**config.mk**
```make
export PLATFORM = sky130hd
export DESIGN_NAME = if_fetch_unit
export DESIGN_NICKNAME = d
export VERILOG_FILES = /design/src/rtl/if_fetch_unit_pkg.sv /design/src/rtl/if_fetch_unit.sv
export SDC_FILE = /design/constraint.sdc
export NUM_CORES = 1
export LEC_CHECK = 0
export ABC_AREA = 1
export CAP_MARGIN = 10
export CELL_PAD_IN_SITES_DETAIL_PLACEMENT = 1
export CELL_PAD_IN_SITES_GLOBAL_PLACEMENT = 1
export CORE_MARGIN = 4
export CORE_UTILIZATION = 35
export DETAILED_ROUTE_END_ITERATION = 6
export PLACE_DENSITY_LB_ADDON = 0.3
export REMOVE_ABC_BUFFERS = 1
export SLEW_MARGIN = 10
export SYNTH_ARGS = -nofsm -noshare
export SYNTH_HDL_FRONTEND = slang
export SYNTH_SLANG_ARGS = --single-unit
```
**constraint.sdc**
```tcl
create_clock -name clk -period 8 [get_ports clk]
set_input_delay 2.4 -clock clk [delete_from_list [all_inputs] [get_ports clk]]
set_output_delay 2.4 -clock clk [all_outputs]
set_load 0.01 [all_outputs]
```
**src/rtl/if_fetch_unit_pkg.sv**
```systemverilog
// Shared definitions for the MIPS instruction-fetch stage.
package if_fetch_unit_pkg;

  typedef enum logic [1:0] {
    S_FETCH,
    S_WAIT,
    S_DRAIN
  } fetch_state_e;

  localparam logic [31:0] NOP_INST         = 32'h0000_0000;
  localparam logic [31:0] PC_STEP          = 32'd4;
  localparam logic [31:0] DEFAULT_RESET_PC = 32'h0000_0000;

endpackage

```
**src/rtl/if_fetch_unit.sv**
```systemverilog
// Instruction-fetch stage: owns the PC, fetches words over a req/ready
// handshake and drives the IF/ID register with delivered words or bubbles.
module if_fetch_unit
  import if_fetch_unit_pkg::*;
#(
  parameter logic [31:0] RESET_PC = DEFAULT_RESET_PC
) (
  input  logic        clk,
  input  logic        rst,
  input  logic        freeze,
  input  logic        branch_taken,
  input  logic [31:0] branch_addr,
  output logic        imem_req,
  output logic [31:0] imem_addr,
  input  logic        imem_ready,
  input  logic [31:0] imem_rdata,
  output logic [31:0] pc_out,
  output logic [31:0] instruction_out,
  output logic        flush_out
);

  fetch_state_e state_q, state_d;
  logic [31:0]  pc_q, pc_d;
  logic [31:0]  req_addr_q, req_addr_d;
  logic [31:0]  buf_inst_q, buf_inst_d;
  logic [31:0]  pc_out_q, pc_out_d;
  logic [31:0]  inst_out_q, inst_out_d;
  logic [31:0]  pc_next;

  assign pc_next         = pc_q + PC_STEP;
  assign imem_req        = (state_q != S_WAIT);
  assign imem_addr       = req_addr_q;
  assign flush_out       = branch_taken;
  assign pc_out          = pc_out_q;
  assign instruction_out = inst_out_q;

  always_ff @(posedge clk or posedge rst) begin
    if (rst) begin
      state_q    <= S_FETCH;
      pc_q       <= RESET_PC;
      req_addr_q <= RESET_PC;
      buf_inst_q <= NOP_INST;
      pc_out_q   <= 32'h0;
      inst_out_q <= NOP_INST;
    end else begin
      state_q    <= state_d;
      pc_q       <= pc_d;
      req_addr_q <= req_addr_d;
      buf_inst_q <= buf_inst_d;
      pc_out_q   <= pc_out_d;
      inst_out_q <= inst_out_d;
    end
  end

  always_comb begin
    state_d    = state_q;
    pc_d       = pc_q;
    req_addr_d = req_addr_q;
    buf_inst_d = buf_inst_q;
    pc_out_d   = pc_out_q;
    inst_out_d = inst_out_q;

    if (branch_taken) begin
      // An unanswered request must still be drained; its address stays put.
      pc_d       = branch_addr;
      pc_out_d   = 32'h0;
      inst_out_d = NOP_INST;
      buf_inst_d = NOP_INST;
      if (imem_req && !imem_ready) begin
        state_d = S_DRAIN;
      end else begin
        state_d    = S_FETCH;
        req_addr_d = branch_addr;
      end
    end else begin
      unique case (state_q)
        S_FETCH: begin
          if (imem_ready) begin
            if (!freeze) begin
              inst_out_d = imem_rdata;
              pc_out_d   = pc_next;
              pc_d       = pc_next;
              req_addr_d = pc_next;
            end else begin
              buf_inst_d = imem_rdata;
              state_d    = S_WAIT;
            end
          end else if (!freeze) begin
            inst_out_d = NOP_INST;
            pc_out_d   = 32'h0;
          end
        end
        S_WAIT: begin
          if (!freeze) begin
            inst_out_d = buf_inst_q;
            pc_out_d   = pc_next;
            pc_d       = pc_next;
            req_addr_d = pc_next;
            state_d    = S_FETCH;
          end
        end
        S_DRAIN: begin
          inst_out_d = NOP_INST;
          pc_out_d   = 32'h0;
          if (imem_ready) begin
            req_addr_d = pc_q;
            state_d    = S_FETCH;
          end
        end
        default: state_d = S_FETCH;
      endcase
    end
  end

endmodule
```
==> results of run 1 <==
## cell usage after synthesis, types with 8 or more instances
cell type	number	share of area
buf_2	19	0.011
o22ai_1	8	0.0057
a31oi_1	11	0.0079
o21ai_1	15	0.0086
a22oi_1	16	0.014
clkbuf_1	43	0.018
dfrtp_1	162	0.46
nor2_1	118	0.051
nand4_1	33	0.024
nand3_1	66	0.038
buf_1	10	0.0043
inv_1	101	0.043
o21ai_0	128	0.073
a21oi_1	86	0.049
xor2_1	12	0.012
nand2_1	332	0.14
## state kept, by name, summed over array words and instances (netlist names)
register         flops
buf_inst_q          32
pc_out              32
instruction_out     32
state_q              2
imem_addr           32
pc_q                32
## where the power goes
part / switching [mW] / internal (mW) / leakage [nW] / total, mW
registers: 0.221 / 1.12 / 2.03 / 1.34
clock network: 0.360 / 0.549 / 0.309 / 0.908
logic: 1.11 / 0.727 / 2.90 / 1.83
## layout make-up
type | count | area [µm²]
flip-flops and latches | 162 | 4050
inverters | 106 | 403
repair buffers | 185 | 1800
clock inverters | 11 | 175
clock buffers | 20 | 467
fillers | 3046 | 13200
multi-input cells | 853 | 3970
well taps | 324 | 405
## worst paths after layout
check / endpoint / slack [ns] / from
hold reg to reg: pc_q[1] / 0.50 / pc_q[1]
min in group asynchronous: buf_inst_q[5] / 2.33 / rst
hold / removal: pc_q[1] / 0.50 / pc_q[1]
max in group asynchronous: state_q[0] / 4.35 / rst
setup / recovery: flush_out / 2.57 / branch_taken
setup reg to reg: pc_out[13] / 4.98 / state_q[1]
## logic make-up after synthesis
kind of cell / count (synthesis) / synth area share
adder cells (fa/ha/maj): 4 / 0.00573
XOR/XNOR: 12 / 0.0120
multiplexers: 1 / 0.00129
buffers and inverters: 181 / 0.0815
AO/OA/AOI/OAI: 278 / 0.173
flip-flops: 162 / 0.464
AND/OR/NAND/NOR: 558 / 0.263
## metal layers
layer | global-route usage | up-vias | wire length, µm
li1 | - | 4158 | -
met1 | 0.277 | 4299 | 13400
met2 | 0.364 | 190 | 14300
met3 | 0.0536 | 29 | 1630
met4 | 0.0452 | 4 | 314
met5 | 0 | - | 25
==> reports/results.txt, run 1 <==
main flop type after synthesis - dfrtp_1
Routed Antenna Nets - 0
Die X - 166 µm
maximum clock frequency - 184 MHz
Critical Path AT - 3.03 ns
Post-Layout Cell Count - 1661
final worst setup slack - 2.57 ns
DP HPWL - 19.0 mm
DRT Pass-1 Iters - 4
clock sinks - 162
Initial Util - 0.357
gr ovfl total - 0
Clock Skews - 0.0113 ns
Worst-Skew Late Latency - 0.44 ns
P per Cell Area - 362 mW/mm²
clk buf depth - 2
commonest non-fill, non-tap cells in the layout - nand2_1, clkdlybuf4s50_1, dfrtp_1, o21ai_0, nor2_1
Worst Path Max Fanout - 3
Placer Congestion - 0.791
worst setup path category - input pin to output port
Leak - 5.24 nW
post-route core utilization - 0.461
design area - 0.0113 mm²
largest net degree at the start of global routing - 88
ant diodes - 0
TritonCTS Buffers - 17
delay of the slowest cell on the worst path - 0.53 ns
first-pass GRT wire length - 48.3 mm
Post-synth ARST share - 1.00
commonest non-fill, non-tap cell in the layout - nand2_1
vias in the first global route - 9147
post-layout minimum cycle time - 5.43 ns
worst slew pin tran - 1.06 ns
WL final - 29.7 mm
wire per inst - 17.9 µm
RSZ-0062 raised after global routing - false
Unique masters post-synth - 30
CTS tree - built
Max IR drop VDD - 0.000142 V
total power after layout - 4.08 mW
clk root buf - clkbuf_16
initial DRC count - 533
share of layout cells above drive strength 1 - 0.0531
core area - 0.0245 mm²
CP top delay family - buffers and inverters
WP depth - 2
Hold/Removal Path Class - flip-flop to flip-flop
Ys Warns - 0
clock slew at reported path FFs - 0.06 ns
final hold viol count - 0
number of synthesized flops with an enable pin - 0
crit end category - output port
H-tree depth - 4
# DRC - 0
WP data required - 5.60 ns
die area - 0.0275 mm²
R2R depth - 11
nets@finish - 1398
# rows - 57
post_cts resized - 0
hold slack - 0.496 ns
Gate Count Post-Synth - 1196
IO Port Bufs - 166
post-route setup TNS - 0 ns
critical path, cell by cell - buf_2, clkdlybuf4s50_1
Avg Cell Area, Syn - 7.30 µm²
postcts setup bufs - 0
Rel. slew slack - 0.296
Area growth, synth to finish - 29.1%
placed instance count - 1630
Crit-path slowest cell - clkdlybuf4s50_1
period utilization - 0.679
Setup Slack @ Placement - 2.56 ns
Mapped Area - 0.00873 mm²
IO Pins - 167
endpoints failing setup - 0
final slew viol count - 0
Synth Register Bits - 162
Post-CTS Hold Fix Bufs - 0
Total GRT Usage - 0.214
Setup crit start kind - input pin
placed instance area - 0.0106 mm²
DR vias - 8680
status - complete, no violations
max cap viols - 0
register area share after synthesis - 0.464
Die Ht - 166 µm
antenna violations before repair - 2
crit path buf inv count - 2
Min-Delay Path Depth - 2
post-DR vias/cell - 5.23
(Power assumes the default switching activity.)
==> inputs of run 2 (changes only) <==
==> constraint.sdc (replaced) <==
create_clock -name clk -period 5.7 [get_ports clk]
set_input_delay 1.71 -clock clk [delete_from_list [all_inputs] [get_ports clk]]
set_output_delay 1.71 -clock clk [all_outputs]
set_load 0.01 [all_outputs]
==> reports/results.txt, run 2 (synthesis gave the netlist of run 1 again) <==
status - complete, no violations
CP top delay family - buffers and inverters
P per Cell Area - 507 mW/mm²
final worst setup slack - 1.63 ns
Area growth, synth to finish - 29.1%
post-DR vias/cell - 5.27
Worst Setup EP - flush_out
Rel. slew slack - 0.307
maximum clock frequency - 245 MHz
Initial Util - 0.357
first-pass GRT wire length - 50.1 mm
DR vias - 8773
DRT Pass-1 Iters - 5
R2R Path Start - state_q[1]
Setup crit start kind - input pin
crit path buf inv count - 2
final slew viol count - 0
# DRC - 0
Post-Layout Cell Count - 1665
commonest non-fill, non-tap cell in the layout - nand2_1
clk root buf - clkbuf_16
placed instance count - 1632
Worst Path Max Fanout - 4
postcts setup bufs - 0
beginning of the worst hold path - pc_q[0]
post_cts resized - 0
worst setup path category - input pin to output port
total power after layout - 5.72 mW
period utilization - 0.715
worst slew pin tran - 1.04 ns
IO Port Bufs - 166
Clock Skews - 0.0127 ns
Die X - 166 µm
Filler Cells Inserted - 3018
H-tree depth - 4
TritonCTS Buffers - 17
CTS tree - built
flop2flop setup slack - 2.56 ns
area of the multi-input gates - 0.00397 mm²
post-layout minimum cycle time - 4.07 ns
RSZ-0062 raised after global routing - false
clock slew at reported path FFs - 0.07 ns
antenna violations before repair - 3
Max IR drop VDD - 0.000233 V
initial DRC count - 443
WP depth - 2
gr ovfl total - 0
largest net degree at the start of global routing - 85
WL final - 30.6 mm
Die Ht - 166 µm
Critical Path AT - 2.36 ns
final hold viol count - 0
Crit-path slowest cell - clkdlybuf4s50_1
design area - 0.0113 mm²
hold slack - 0.497 ns
core area - 0.0245 mm²
Hold/Removal Path Class - flip-flop to flip-flop
Total GRT Usage - 0.222
Routed Antenna Nets - 0
DP HPWL - 19.9 mm
Placer Congestion - 0.831
share of layout cells above drive strength 1 - 0.0537
max cap viols - 0
R2R depth - 11
commonest non-fill, non-tap cells in the layout - nand2_1, clkdlybuf4s50_1, dfrtp_1, o21ai_0, nor2_1
crit end category - output port
nets@finish - 1400
Post-CTS Hold Fix Bufs - 0
Leak - 5.23 nW
r2r endpoint - pc_out[16]
delay of the slowest cell on the worst path - 0.54 ns
placed instance area - 0.0107 mm²
clk buf depth - 2
Reg area - 0.00405 mm²
vias in the first global route - 9389
# rows - 57
wire per inst - 18.4 µm
critical path, cell by cell - buf_2, clkdlybuf4s50_1
endpoints failing setup - 0
IO Pins - 167
WP data required - 3.99 ns
Setup Slack @ Placement - 1.60 ns
clock sinks - 162
die area - 0.0275 mm²
Worst-Skew Late Latency - 0.44 ns
Worst setup startpoint - branch_taken
-- run 2: cell type report --
class,instances,share of cell area
antenna,1,0.000222
clock buffer,21,0.0408
clock inverter,11,0.0134
inverter,106,0.0357
multi-input combinational,853,0.352
sequential,162,0.360
tap,324,0.0360
timing repair buffer,187,0.162
-- run 2: how the worst min path moves through the flow --
stage	cells past startpoint	slack, ns	to
4_1_cts	2	0.50	pc_q[0]
3_3_place_gp	2	0.48	pc_q[0]
2_1_floorplan	2	0.45	pc_q[0]
5_1_grt	2	0.53	pc_q[0]
6_report	2	0.50	pc_q[0]
3_5_place_dp	2	0.48	pc_q[0]
-- run 2: power by group --
group,internal (mW),switching [mW]
sequential,1.56,0.314
clock,0.717,0.520
combinational,1.02,1.58
-- run 2: per-stage QoR --
step,util,setup TNS (ns)
final,0.461,0
after global routing,0.461,0
after floorplan,-,-62.63
after detailed placement,0.436,0
after CTS,0.461,0
after global placement,0.436,0
-- run 2: worst register-to-register path: cells and delay by family (launching register included) --
family	cells	cell delay, ns
buf+inv	5	1.59
compound gates	3	0.49
flops	1	0.39
fa+ha+maj	1	0.22
simple gates	2	0.35
-- run 2: metal layers --
layer	GRT usage	vias to the layer above	wire [µm]
li1	-	4174	-
met1	0.286	4341	13600
met2	0.373	215	14700
met3	0.0571	37	1710
met4	0.0595	6	532
met5	0	-	40
==> inputs of run 3 (changes only) <==
--- a/config.mk
+++ b/config.mk
@@ -10,7 +10,7 @@
 export CELL_PAD_IN_SITES_DETAIL_PLACEMENT = 1
 export CELL_PAD_IN_SITES_GLOBAL_PLACEMENT = 1
 export CORE_MARGIN = 4
-export CORE_UTILIZATION = 35
+export CORE_UTILIZATION = 34
 export DETAILED_ROUTE_END_ITERATION = 6
 export PLACE_DENSITY_LB_ADDON = 0.3
 export REMOVE_ABC_BUFFERS = 1
==> constraint.sdc (replaced) <==
create_clock -name clk -period 3.67 [get_ports clk]
set_input_delay 1.101 -clock clk [delete_from_list [all_inputs] [get_ports clk]]
set_output_delay 1.101 -clock clk [all_outputs]
set_load 0.01 [all_outputs]
==> reports/results.txt, run 3 (synthesis gave the netlist of run 1 again) <==
Initial Util - 0.346
final worst setup slack - 0.812 ns
Post-CTS Hold Fix Bufs - 0
# rows - 58
CP top delay family - buffers and inverters
final hold viol count - 0
post-DR vias/cell - 5.26
WL final - 31.0 mm
wire per inst - 18.5 µm
worst setup path category - flip-flop to output port
IO Port Bufs - 166
Leak - 5.32 nW
Filler Cells Inserted - 3154
status - complete, no violations
DRT Pass-1 Iters - 5
ant diodes - 0
clock sinks - 162
max cap viols - 0
vias in the first global route - 9465
final slew viol count - 0
TritonCTS Buffers - 17
Critical Path AT - 1.76 ns
Crit-path slowest cell - clkdlybuf4s50_1
Placer Congestion - 0.821
P per Cell Area - 797 mW/mm²
Area growth, synth to finish - 30.9%
crit path buf inv count - 3
Clock Skews - 0.0131 ns
# DRC - 0
Setup Slack @ Placement - 0.471 ns
endpoints failing setup - 0
Hold Path End - pc_q[1]
first-pass GRT wire length - 50.8 mm
beginning of the worst hold path - pc_q[1]
IO Pins - 167
r2r endpoint - pc_out[2]
Setup crit start kind - flip-flop
Total GRT Usage - 0.221
RSZ-0062 raised after global routing - false
Worst Path Max Fanout - 3
core area - 0.0253 mm²
maximum clock frequency - 350 MHz
H-tree depth - 4
nets@finish - 1408
post-route core utilization - 0.453
Die X - 168 µm
Max IR drop VDD - 0.000325 V
Hold/Removal Path Class - flip-flop to flip-flop
critical path, cell by cell - inv_1, ha_1, inv_2, clkdlybuf4s50_1
delay of the slowest cell on the worst path - 0.55 ns
antenna violations before repair - 2
clock slew at reported path FFs - 0.06 ns
R2R depth - 10
share of layout cells above drive strength 1 - 0.0601
DP HPWL - 20.7 mm
WP data required - 2.57 ns
initial DRC count - 538
Routed Antenna Nets - 0
flop2flop setup slack - 1.05 ns
worst slew pin tran - 0.813 ns
Min-Delay Path Depth - 2
Rel. slew slack - 0.458
post_cts resized - 0
Die Ht - 168 µm
DR vias - 8828
commonest non-fill, non-tap cells in the layout - nand2_1, clkdlybuf4s50_1, dfrtp_1, o21ai_0, nor2_1
crit end category - output port
largest net degree at the start of global routing - 65
R2R Path Start - state_q[1]
clk root buf - clkbuf_16
post-layout minimum cycle time - 2.86 ns
commonest non-fill, non-tap cell in the layout - nand2_1
die area - 0.0283 mm²
Worst-Skew Late Latency - 0.44 ns
CTS tree - built
period utilization - 0.779
gr ovfl total - 0
clk buf depth - 2
postcts setup bufs - 0
## run 3: changes by cell type in the layout (fill, tap and decap cells not counted), sizes merged
cell / previous run / this run
buf: 22 / 30
bufinv: 3 / 5
clkbuf: 21 / 20
clkinv: 2 / 1
clkinvlp: 4 / 1
diode: 1 / 0
inv: 108 / 110
## run 3: worst register-to-register path: cells and delay by family (launching register included)
| family | cells | cell delay [ns] |
|---|---|---|
| fa+ha+maj | 1 | 0.23 |
| flops | 1 | 0.37 |
| simple gates | 2 | 0.39 |
| compound gates | 2 | 0.29 |
| buf+inv | 5 | 1.22 |
## run 3: through the flow
stage | setup TNS, ns | power, mW | cells | hold WS (ns) | area, µm²
3_3_place_gp | 0 | 6.94 | 1646 | 0.481 | 10800
5_1_grt | 0 | 9.80 | 1677 | 0.547 | 11400
3_5_place_dp | 0 | 7.06 | 1646 | 0.478 | 10800
2_1_floorplan | -303.26 | 5.07 | 1121 | 0.455 | 8420
6_report | 0 | 9.11 | 1677 | 0.493 | 11400
4_1_cts | 0 | 9.19 | 1677 | 0.494 | 11400
## run 3: cell type report
type,instances,area (µm²),share of cell area
Clock inverter,11,198,0.0173
Clock buffer,20,467,0.0408
Sequential cell,162,4050,0.355
Multi-Input combinational cell,853,3970,0.348
Tap cell,330,413,0.0361
Timing Repair Buffer,195,1920,0.168
Inverter,106,403,0.0352
## run 3: power by group
part | switching [mW] | total (mW) | internal (mW)
sequential | 0.482 | 2.91 | 2.43
combinational | 2.49 | 4.13 | 1.65
clock | 0.799 | 2.07 | 1.27
total | 3.77 | 9.11 | 5.35
## run 3: how the worst max path moves through the flow
stage	from	endpoint	slack (ns)	cells past startpoint
floorplan	rst	buf_inst_q[0]	-1.81	1
global placement	freeze	instruction_out[0]	0.53	7
detailed placement	freeze	instruction_out[24]	0.47	7
CTS	state_q[1]	imem_req	0.80	4
global route	state_q[1]	imem_req	0.73	4
finish	state_q[1]	imem_req	0.81	4
## run 3: routing by layer
metal / global-route usage / part of all wire / vias up
li1: - / - / 4179
met1: 0.292 / 0.45 / 4401
met2: 0.373 / 0.48 / 216
met3: 0.0477 / 0.055 / 28
met4: 0.0522 / 0.011 / 4
met5: 0 / 0.00087 / -
